## config.mk

```make
export PLATFORM = sky130hd
export DESIGN_NAME = button_ctrl
export DESIGN_NICKNAME = d
export VERILOG_FILES = /design/src/rtl/button_pkg.sv /design/src/rtl/button_chan.sv /design/src/rtl/button_ctrl.sv
export SDC_FILE = /design/constraint.sdc
export NUM_CORES = 1
export LEC_CHECK = 0
export CAP_MARGIN = 20
export CORE_ASPECT_RATIO = 1.5
export CORE_MARGIN = 3
export CORE_UTILIZATION = 56
export CTS_CLUSTER_SIZE = 24
export DETAILED_ROUTE_END_ITERATION = 16
export GPL_ROUTABILITY_DRIVEN = 0
export HOLD_SLACK_MARGIN = 0.12
export PLACE_DENSITY = 0.85
export SYNTH_ARGS = -nofsm -noshare
export SYNTH_HDL_FRONTEND = slang
export SYNTH_SLANG_ARGS = --single-unit
export TNS_END_PERCENT = 100
```

## constraint.sdc

```tcl
create_clock -name clk_i -period 2.05 [get_ports clk_i]
set_input_delay 0.41 -clock clk_i [delete_from_list [all_inputs] [get_ports clk_i]]
set_output_delay 0.41 -clock clk_i [all_outputs]
set_load 0.02 [all_outputs]
```

## src/rtl/button_pkg.sv

```systemverilog
// Shared types and elaboration-time helpers for the push-button front end.
package button_pkg;

  typedef enum logic [1:0] {
    ST_IDLE      = 2'd0,
    ST_PRESSED   = 2'd1,
    ST_REPEATING = 2'd2
  } state_e;

  // Ceiling log2, used to size counters from parameters.
  function automatic int unsigned clog2_f(input int unsigned v);
    int unsigned r;
    logic [63:0] p;
    r = 0;
    p = 64'd1;
    while (p < 64'(v)) begin
      p = p << 1;
      r++;
    end
    return r;
  endfunction

  function automatic int unsigned max_f(input int unsigned a, input int unsigned b);
    return (a > b) ? a : b;
  endfunction

endpackage

```

## src/rtl/button_chan.sv

```systemverilog
// One button channel: synchroniser, debounce, and press/long/repeat FSM.
module button_chan
  import button_pkg::*;
#(
  parameter int unsigned SYNC   = 2,
  parameter int unsigned DIV    = 1500000,
  parameter int unsigned LONG   = 50000000,
  parameter int unsigned REPEAT = 10000000
) (
  input  logic clk_i,
  input  logic rst_ni,
  input  logic button_ni,
  input  logic en_i,
  output logic hold_o,
  output logic press_o,
  output logic release_o,
  output logic long_o,
  output logic repeat_o
);

  localparam int unsigned CW = clog2_f(DIV + 2);
  localparam int unsigned TW = clog2_f(max_f(max_f(LONG, REPEAT), 1) + 1);
  localparam logic [CW-1:0] CNT_DIV = CW'(DIV);
  localparam logic [CW-1:0] CNT_SAT = CW'(DIV + 1);
  localparam logic [TW-1:0] T_LONG  = TW'(LONG - 1);
  localparam logic [TW-1:0] T_REP   = TW'((REPEAT == 0) ? 0 : REPEAT - 1);

  logic [SYNC-1:0] sync_q, sync_d;
  logic            last_q, last_d;
  logic [CW-1:0]   cnt_q, cnt_d;
  state_e          state_q, state_d;
  logic [TW-1:0]   t_q, t_d;
  logic            hold_q, hold_d;
  logic            press_q, press_d;
  logic            release_q, release_d;
  logic            long_q, long_d;
  logic            repeat_q, repeat_d;

  logic s_c;
  logic commit_c;
  logic press_ev_c;
  logic rel_ev_c;

  // State register for every flop in the channel.
  always_ff @(posedge clk_i) begin
    if (!rst_ni) begin
      sync_q    <= '1;
      last_q    <= 1'b1;
      cnt_q     <= CNT_SAT;
      state_q   <= ST_IDLE;
      t_q       <= '0;
      hold_q    <= 1'b0;
      press_q   <= 1'b0;
      release_q <= 1'b0;
      long_q    <= 1'b0;
      repeat_q  <= 1'b0;
    end else begin
      sync_q    <= sync_d;
      last_q    <= last_d;
      cnt_q     <= cnt_d;
      state_q   <= state_d;
      t_q       <= t_d;
      hold_q    <= hold_d;
      press_q   <= press_d;
      release_q <= release_d;
      long_q    <= long_d;
      repeat_q  <= repeat_d;
    end
  end

  // Synchroniser and debounce; counter saturates at DIV+1 so a level commits once.
  always_comb begin
    sync_d   = {sync_q[SYNC-2:0], button_ni};
    s_c      = sync_q[SYNC-1];
    last_d   = s_c;
    cnt_d    = cnt_q;
    commit_c = 1'b0;
    if (s_c != last_q) begin
      cnt_d = '0;
    end else if (cnt_q < CNT_DIV) begin
      cnt_d = cnt_q + CW'(1);
    end else if (cnt_q == CNT_DIV) begin
      commit_c = 1'b1;
      cnt_d    = CNT_SAT;
    end
    press_ev_c = commit_c & ~last_q & ~hold_q;
    rel_ev_c   = commit_c & last_q & hold_q;
  end

  // Next-state: release beats any terminal count in the same cycle.
  always_comb begin
    state_d = state_q;
    t_d     = t_q;
    if (!en_i || rel_ev_c) begin
      state_d = ST_IDLE;
      t_d     = '0;
    end else if (press_ev_c) begin
      state_d = ST_PRESSED;
      t_d     = '0;
    end else begin
      case (state_q)
        ST_PRESSED: begin
          if (t_q == T_LONG) begin
            state_d = ST_REPEATING;
            t_d     = '0;
          end else begin
            t_d = t_q + TW'(1);
          end
        end
        ST_REPEATING: begin
          if (REPEAT != 0) begin
            t_d = (t_q == T_REP) ? '0 : t_q + TW'(1);
          end
        end
        default: begin
          state_d = ST_IDLE;
          t_d     = '0;
        end
      endcase
    end
  end

  // Output decode into the registered outputs; a disabled channel is forced quiet.
  always_comb begin
    hold_d    = hold_q;
    press_d   = 1'b0;
    release_d = 1'b0;
    long_d    = 1'b0;
    repeat_d  = 1'b0;
    if (!en_i) begin
      hold_d = 1'b0;
    end else begin
      if (press_ev_c) begin
        hold_d  = 1'b1;
        press_d = 1'b1;
      end
      if (rel_ev_c) begin
        hold_d    = 1'b0;
        release_d = 1'b1;
      end
      long_d   = ~rel_ev_c && (state_q == ST_PRESSED) && (t_q == T_LONG);
      repeat_d = ~rel_ev_c && (REPEAT != 0) && (state_q == ST_REPEATING) && (t_q == T_REP);
    end
  end

  assign hold_o    = hold_q;
  assign press_o   = press_q;
  assign release_o = release_q;
  assign long_o    = long_q;
  assign repeat_o  = repeat_q;

endmodule

```

## src/rtl/button_ctrl.sv

```systemverilog
// Multi-channel push-button front end: NUM independent channels with per-channel enable.
module button_ctrl
  import button_pkg::*;
#(
  parameter int unsigned NUM    = 4,
  parameter int unsigned SYNC   = 2,
  parameter int unsigned DIV    = 1500000,
  parameter int unsigned LONG   = 50000000,
  parameter int unsigned REPEAT = 10000000
) (
  input  logic           clk_i,
  input  logic           rst_ni,
  input  logic [NUM-1:0] button_ni,
  input  logic [NUM-1:0] button_mask_i,
  output logic [NUM-1:0] button_hold_o,
  output logic [NUM-1:0] button_press_o,
  output logic [NUM-1:0] button_release_o,
  output logic [NUM-1:0] button_long_o,
  output logic [NUM-1:0] button_repeat_o
);

  // The mask gates each channel inside its output registers so gating stays registered.
  for (genvar i = 0; i < NUM; i++) begin : g_chan
    button_chan #(
      .SYNC  (SYNC),
      .DIV   (DIV),
      .LONG  (LONG),
      .REPEAT(REPEAT)
    ) u_chan (
      .clk_i    (clk_i),
      .rst_ni   (rst_ni),
      .button_ni(button_ni[i]),
      .en_i     (button_mask_i[i]),
      .hold_o   (button_hold_o[i]),
      .press_o  (button_press_o[i]),
      .release_o(button_release_o[i]),
      .long_o   (button_long_o[i]),
      .repeat_o (button_repeat_o[i])
    );
  end

endmodule

```

==> results of run 1 <==
worst paths after layout:
| kind | end | slack (ps) | cells past startpoint |
|---|---|---|---|
| setup / recovery | g_chan[2].u_chan.t_q[25] | -60 | 6 |
| hold / removal | g_chan[3].u_chan.sync_q[1] | 410 | 1 |
| setup reg to reg | g_chan[2].u_chan.t_q[25] | -60 | 6 |
| hold reg to reg | g_chan[3].u_chan.sync_q[1] | 410 | 1 |
flip-flops by register name, indices dropped and copies added (netlist names):
name / count
g_chan.u_chan.cnt_q: 84
g_chan.u_chan.hold_o: 4
g_chan.u_chan.last_q: 4
g_chan.u_chan.long_o: 4
g_chan.u_chan.press_o: 4
g_chan.u_chan.release_o: 4
g_chan.u_chan.repeat_o: 4
g_chan.u_chan.state_q: 8
g_chan.u_chan.sync_q: 8
g_chan.u_chan.t_q: 104
repair_timing:
action / CTS / global route
hold buffers: 1 / 0
hold endpoints to repair: 2 / 0
pin swaps: 2 / 8
resized for setup: 5 / 43
setup buffers: 2 / 1
cloned: 0 / 1
setup endpoints to repair: 31 / 147
layout make-up:
type	instances	area (um2)	area share, %
multi-input combinational	1000	6450	47.6
clock inverter	7	110	0.813
clock buffer	34	687	5.07
timing repair buffer	144	1220	8.98
inverter	48	180	1.33
sequential	228	4580	33.8
tap	260	325	2.40
kinds of logic (layout without fill, tap and decap cells):
group | count (synthesis) | after routing | share of synthesized area [%]
AND/OR/NAND/NOR | 628 | 628 | 28.9
flip-flops | 228 | 228 | 40.4
AO/OA/AOI/OAI | 212 | 212 | 13.2
XOR/XNOR | 140 | 140 | 10.8
buffers and inverters | 109 | 233 | 4.47
adder cells (fa/ha/maj) | 20 | 20 | 2.21
worst max-delay path: cells and delay by family, from the launching register on:
family | cells | cell delay [ps]
AND/OR/NAND/NOR | 3 | 1050
AO/OA/AOI/OAI | 2 | 450
buffers and inverters | 1 | 170
flip-flops | 1 | 320
metrics by stage:
step	instances	hold slack (ps)	total power (W)	TNS (ps)
final	1721	412	0.0102	-1350
after detailed placement	1675	401	0.00583	-1630
after global placement	1675	398	0.00578	-1120
after CTS	1719	414	0.0103	-1260
after floorplan	1337	386	0.00538	0
after global routing	1721	430	0.0106	-4010
cells in the final DEF (no fill, tap or decap), types with 14 or more instances in the layout:
cell,n
and3_1,32
nand4_1,35
or3_1,14
a211oi_1,19
nor2_1,174
dfxtp_1,221
clkdlybuf4s50_1,27
nand3_1,94
nand2_1,94
buf_4,108
nand2b_1,18
a31oi_1,14
ha_1,19
nor3_1,42
a21oi_1,34
o21ai_0,34
xor2_1,59
and4_1,22
xnor2_1,81
nor4_1,18
inv_1,47
clkbuf_16,23
routing by layer:
metal | share of wire [%] | vias to the layer above | wire length, um
li1 | - | 5021 | -
met1 | 40 | 4946 | 10500
met3 | 3.4 | 77 | 892
met5 | 0 | - | 0
met2 | 54 | 239 | 14300
met4 | 3.1 | 0 | 824
power by group:
| part | switching, W | internal, W |
|---|---|---|
| Combinational | 0.000651 | 0.000480 |
| Clock | 0.00173 | 0.00269 |
| Sequential | 0.000133 | 0.00455 |
| Total | 0.00251 | 0.00772 |
==> flow_metrics.env, run 1 <==
export IMPL_run_status="complete, but fails checks"
export IMPL_violated_checks="setup timing"
export IMPL_syn_avg_cell_area_um2=8.46
export IMPL_route_final_wire_length_um=26500
export IMPL_vias_per_cell=5.98
export IMPL_die_height_um=180
export IMPL_worst_endpoint_required_ps=2450
export IMPL_clk_latency_ps=510
export IMPL_leakagePower_nw=4.72
export IMPL_synth_top_area_share_pct=40.4
export IMPL_num_vias=10283
export IMPL_grt_antenna_before_repair=0
export IMPL_global_route_peak_usage_layer="met2"
export IMPL_antenna_left=0
export IMPL_grt_setup_unrepaired="true"
export IMPL_placed_cell_area_um2=12500
export IMPL_grt_pass1_vias=10289
export IMPL_critPathKind="reg -> reg"
export IMPL_yosys_cell_types_count=67
export IMPL_dominantRegCellSynth="dfxtp_1"
export IMPL_synth_most_common_cell="dfxtp_1"
export IMPL_met1_routing_resource_usage_after_global_routing_pct=25.3
export IMPL_detail_route_wl_per_cell_um=15.4
export IMPL_initial_core_utilization_pct=57.1
export IMPL_post_route_drc_count=0
export IMPL_holdCritStartpoint="g_chan[3].u_chan.sync_q[0]"
export IMPL_syn_to_final_growth_pct=19.8
export IMPL_worst_slew_pin_transition_ps=954
export IMPL_fp_row_count=63
export IMPL_worst_slack_ps=-61.3
export IMPL_globalRouteOverflowTotal=0
export IMPL_mappedNetlistArea_um2=11300
export IMPL_slew_viol_final=0
export IMPL_antenna_diode_count=0
export IMPL_final_setup_skew_ps=10.0
export IMPL_cts_max_level=1
export IMPL_initialDrtViolationCount=631
export IMPL_r2r_startpoint="g_chan[2].u_chan.t_q[24]"
export IMPL_crit_path_max_fanout=26
export IMPL_clkSinkCount=228
export IMPL_timing_fmax_ghz=0.474
export IMPL_crit_start="g_chan[2].u_chan.t_q[24]"
export IMPL_drive_above_1_share_pct=14.5
export IMPL_synth_warning_count=0
export IMPL_netlist_top_cells_area="dfxtp_1 40%, xnor2_1 6.3%, nor2_1 5.9%, xor2_1 4.6%, nand3_1 4.3%"
export IMPL_clock_root_buffer="clkbuf_16"
export IMPL_timing_final_crit_share_pct=103
export IMPL_synth_edf_count=0
export IMPL_chipWidth_um=122
export IMPL_drv_max_cap_violation_count=0
export IMPL_ctsLongestPathBuffers=3
export IMPL_seq_total_area_yosys_pct=40.4
export IMPL_final_fill_count=1502
export IMPL_cellPowerDensity_nw_per_um2=756
export IMPL_design_die_area_um2=22000
export IMPL_clock_tree_from_tritoncts="yes"
export IMPL_finish_net_count=1475
export IMPL_period_minus_slack_ps=2110
export IMPL_io_pins=30
export IMPL_worst_path_max_delay_cell="or4b_1"
export IMPL_setup_viol=27
export IMPL_grt_start_max_net_pins=29
export IMPL_ys_seq_elements=228
export IMPL_dp_slack_ps=-68.0
export IMPL_hold_class="reg -> reg"
export IMPL_drt_pass1_iter_count=5
export IMPL_syn_instance_count=1337
export IMPL_synth_nets=1367
export IMPL_design_core_area_um2=19800
export IMPL_finalCoreUtilization_pct=68.4
export IMPL_worst_endpoint_arrival_ps=2510
export IMPL_slew_headroom_pct=36.2
export IMPL_synth_async_reset_ratio_pct=0
export IMPL_clkTransAtPathRegs_ps=60
export IMPL_dp_hpwl_um=18300
export IMPL_groute_usage_overall_pct=23.4
export IMPL_grt_util_met2_pct=45.1
export IMPL_place_port_buffers=29
export IMPL_design_area_um2=13500
export IMPL_total_clock_buffers_created_by_cts=23
export IMPL_crit_path_cell_trace="or4b_1 > or4_4 > o41ai_4 > a211o_1 > buf_12 > nor2_1"
export IMPL_worstSetupEndpointType="flip-flop"
export IMPL_hold_viol_final=0
export IMPL_grt_pass1_wl_um=44700
export IMPL_global_route_track_usage_on_met3_pct=2.73
export IMPL_maximum_ir_drop_on_the_vdd_rail_mv=0.757
export IMPL_synth_top_cell_by_area="dfxtp_1"
export IMPL_post_synth_most_frequent_cells="228 x dfxtp_1, 177 x nor2_1, 97 x nand3_1, 94 x nand2_1, 81 x xnor2_1"
export IMPL_worstSetupStartpointType="flip-flop"
export IMPL_timing_critical_path_slowest_cell_delay_ps=500
(Power assumes the default switching activity.)
==> inputs of run 2 (changes only) <==
--- a/config.mk
+++ b/config.mk
@@ -5,7 +5,6 @@
 export SDC_FILE = /design/constraint.sdc
 export NUM_CORES = 1
 export LEC_CHECK = 0
-export CAP_MARGIN = 20
 export CORE_ASPECT_RATIO = 1.5
 export CORE_MARGIN = 3
 export CORE_UTILIZATION = 56
==> results of run 2 <==
Final layout, timing and power as in run 1 (identical DEF).
==> inputs of run 3 (changes only) <==
--- a/config.mk
+++ b/config.mk
@@ -12,8 +12,8 @@
 export DETAILED_ROUTE_END_ITERATION = 16
 export GPL_ROUTABILITY_DRIVEN = 0
 export HOLD_SLACK_MARGIN = 0.12
-export PLACE_DENSITY = 0.85
+export PLACE_DENSITY = 0.8
+export SKIP_LAST_GASP = 1
 export SYNTH_ARGS = -nofsm -noshare
 export SYNTH_HDL_FRONTEND = slang
 export SYNTH_SLANG_ARGS = --single-unit
-export TNS_END_PERCENT = 100
==> run 3 against run 2 <==
Compared with the run above:
- the flow still finishes with violations (setup timing)
- wire length is 2.5% lower
- cell count shrank 0.12%
- clock skew increased by 3.9 ps
- first-iteration DRC count shrank 27%
- global-route usage down 0.43 points
- power decreased by 5.7%
- worst setup slack got worse by 44 ps
- critical path type unchanged
- largest power group unchanged
==> flow_metrics.env, run 3 (synthesis results as in run 1) <==
export IMPL_run_status="complete, but fails checks"
export IMPL_violated_checks="setup timing"
export IMPL_fp_row_count=63
export IMPL_num_vias=10097
export IMPL_regMostFlops="g_chan.u_chan.t_q"
export IMPL_chipWidth_um=122
export IMPL_clkTransAtPathRegs_ps=60
export IMPL_final_setup_skew_ps=13.9
export IMPL_worst_path_max_delay_cell="or4b_1"
export IMPL_timing_fmax_ghz=0.464
export IMPL_design_core_area_um2=19800
export IMPL_grt_setup_unrepaired="true"
export IMPL_globalRouteOverflowTotal=0
export IMPL_final_cell_mix="221 x dfxtp_1, 177 x nor2_1, 111 x buf_4"
export IMPL_hold_viol_final=0
export IMPL_slew_headroom_pct=40.4
export IMPL_setup_viol=27
export IMPL_layout_top_registers="g_chan.u_chan.t_q x104, g_chan.u_chan.cnt_q x84"
export IMPL_timing_final_crit_share_pct=105
export IMPL_crit_path_cell_trace="or4b_1 > or4_4 > o41ai_4 > a211o_1 > buf_12 > nor2_1"
export IMPL_crit_start="g_chan[2].u_chan.t_q[24]"
export IMPL_leakagePower_nw=4.70
export IMPL_initial_core_utilization_pct=57.1
export IMPL_worst_endpoint_required_ps=2440
export IMPL_p_total_w=0.00965
export IMPL_detail_route_wl_per_cell_um=15.0
export IMPL_total_clock_buffers_created_by_cts=23
export IMPL_cellPowerDensity_nw_per_um2=721
export IMPL_hold_class="in -> reg"
export IMPL_groute_usage_overall_pct=23.0
export IMPL_critical_path_buf_inv_count=1
export IMPL_clkSinkCount=228
export IMPL_clock_tree_from_tritoncts="yes"
export IMPL_antenna_diode_count=0
export IMPL_worst_endpoint_arrival_ps=2550
export IMPL_period_minus_slack_ps=2160
export IMPL_slew_viol_final=0
export IMPL_grt_start_max_net_pins=27
export IMPL_worstSetupStartpointType="flip-flop"
export IMPL_dp_hpwl_um=18100
export IMPL_place_port_buffers=29
export IMPL_drt_pass1_iter_count=7
export IMPL_largest_reg_flops=104
export IMPL_worst_slack_ps=-105
export IMPL_post_route_drc_count=0
export IMPL_crit_path_max_fanout=26
export IMPL_worst_slew_pin_transition_ps=891
export IMPL_initialDrtViolationCount=459
export IMPL_antenna_left=0
export IMPL_drv_max_cap_violation_count=0
export IMPL_clock_root_buffer="clkbuf_16"
export IMPL_timing_critical_path_slowest_cell_delay_ps=530
export IMPL_worstSetupEndpointType="flip-flop"
export IMPL_clk_latency_ps=520
export IMPL_cp_top_family="simple AND/OR/NAND/NOR gates"
export IMPL_grt_antenna_before_repair=0
export IMPL_layout_cells_most_common="dfxtp_1"
export IMPL_design_die_area_um2=22000
export IMPL_grt_pass1_wl_um=43900
export IMPL_critPathKind="reg -> reg"
export IMPL_die_height_um=180
export IMPL_finish_net_count=1475
export IMPL_r2r_startpoint="g_chan[2].u_chan.t_q[24]"
export IMPL_cts_max_level=1
export IMPL_vias_per_cell=5.87
export IMPL_ctsLongestPathBuffers=3
export IMPL_io_pins=30
export IMPL_holdCritStartpoint="rst_ni"
export IMPL_drive_above_1_share_pct=13.9
export IMPL_maximum_ir_drop_on_the_vdd_rail_mv=0.671
export IMPL_syn_to_final_growth_pct=18.4
export IMPL_route_final_wire_length_um=25900
export IMPL_finalSetupTns_ps=-2390
export IMPL_grt_pass1_vias=10008
==> run 3: changes by cell type in the layout (fill, tap and decap cells not counted), sizes merged <==
cell          change
clkinv            +3
dlygate4sd2       -1
bufinv            -3
dlymetal6s2s      +1
inv               +2
dlygate4sd3       -1
clkinvlp          +1
buf               +1
clkbuf            -5
==> run 3: timing repair <==
item | in CTS | in global routing
hold buffers | 0 | 0
setup endpoints to repair | 29 | 118
gates resized for setup | 4 | 30
pin swaps | 1 | 10
setup buffers | 0 | 5
==> run 3: final cells by class <==
cell class,count,area (um2)
Multi-Input combinational cell,1000,6410
Fill cell,1607,6400
Sequential cell,228,4580
Timing Repair Buffer,144,1200
Clock buffer,29,628
Tap cell,260,325
Inverter,48,180
Clock inverter,10,60.1
==> run 3: through the flow <==
step           utilization (%)  setup slack, ps  hold WS, ps  instance area, um2  std cells
2_1_floorplan                -            0.966          386               11300       1337
3_3_place_gp              63.3            -64.0          389               12500       1676
3_5_place_dp              63.3             -103          393               12500       1676
4_1_cts                   66.9            -99.9          216               13200       1715
5_1_grt                   67.6             -157          259               13400       1719
6_report                  67.6             -105          233               13400       1719
==> run 3: routing by layer <==
layer,GRT usage (%),wire (um),vias up
met5,0,0,-
met4,8.34,744,0
met3,3.20,911,64
met2,43.3,13700,205
met1,25.8,10500,4791
li1,-,-,5037
==> run 3: path summary, 6_finish.rpt <==
path | end | slack, ps | cells after the start
worst max-delay path | g_chan[2].u_chan.t_q[7] | -110 | 6
worst min-delay path | g_chan[2].u_chan.sync_q[1] | 230 | 2
worst max register to register | g_chan[2].u_chan.t_q[7] | -110 | 6
worst min register to register | g_chan[2].u_chan.sync_q[1] | 410 | 1
==> run 3: power by group <==
| group | switching, W | leakage (nW) | internal, W |
|---|---|---|---|
| sequential | 0.000131 | 1.85 | 0.00455 |
| clock | 0.00173 | 0.345 | 0.00217 |
| combinational | 0.000619 | 2.51 | 0.000450 |
| total | 0.00248 | 4.70 | 0.00717 |
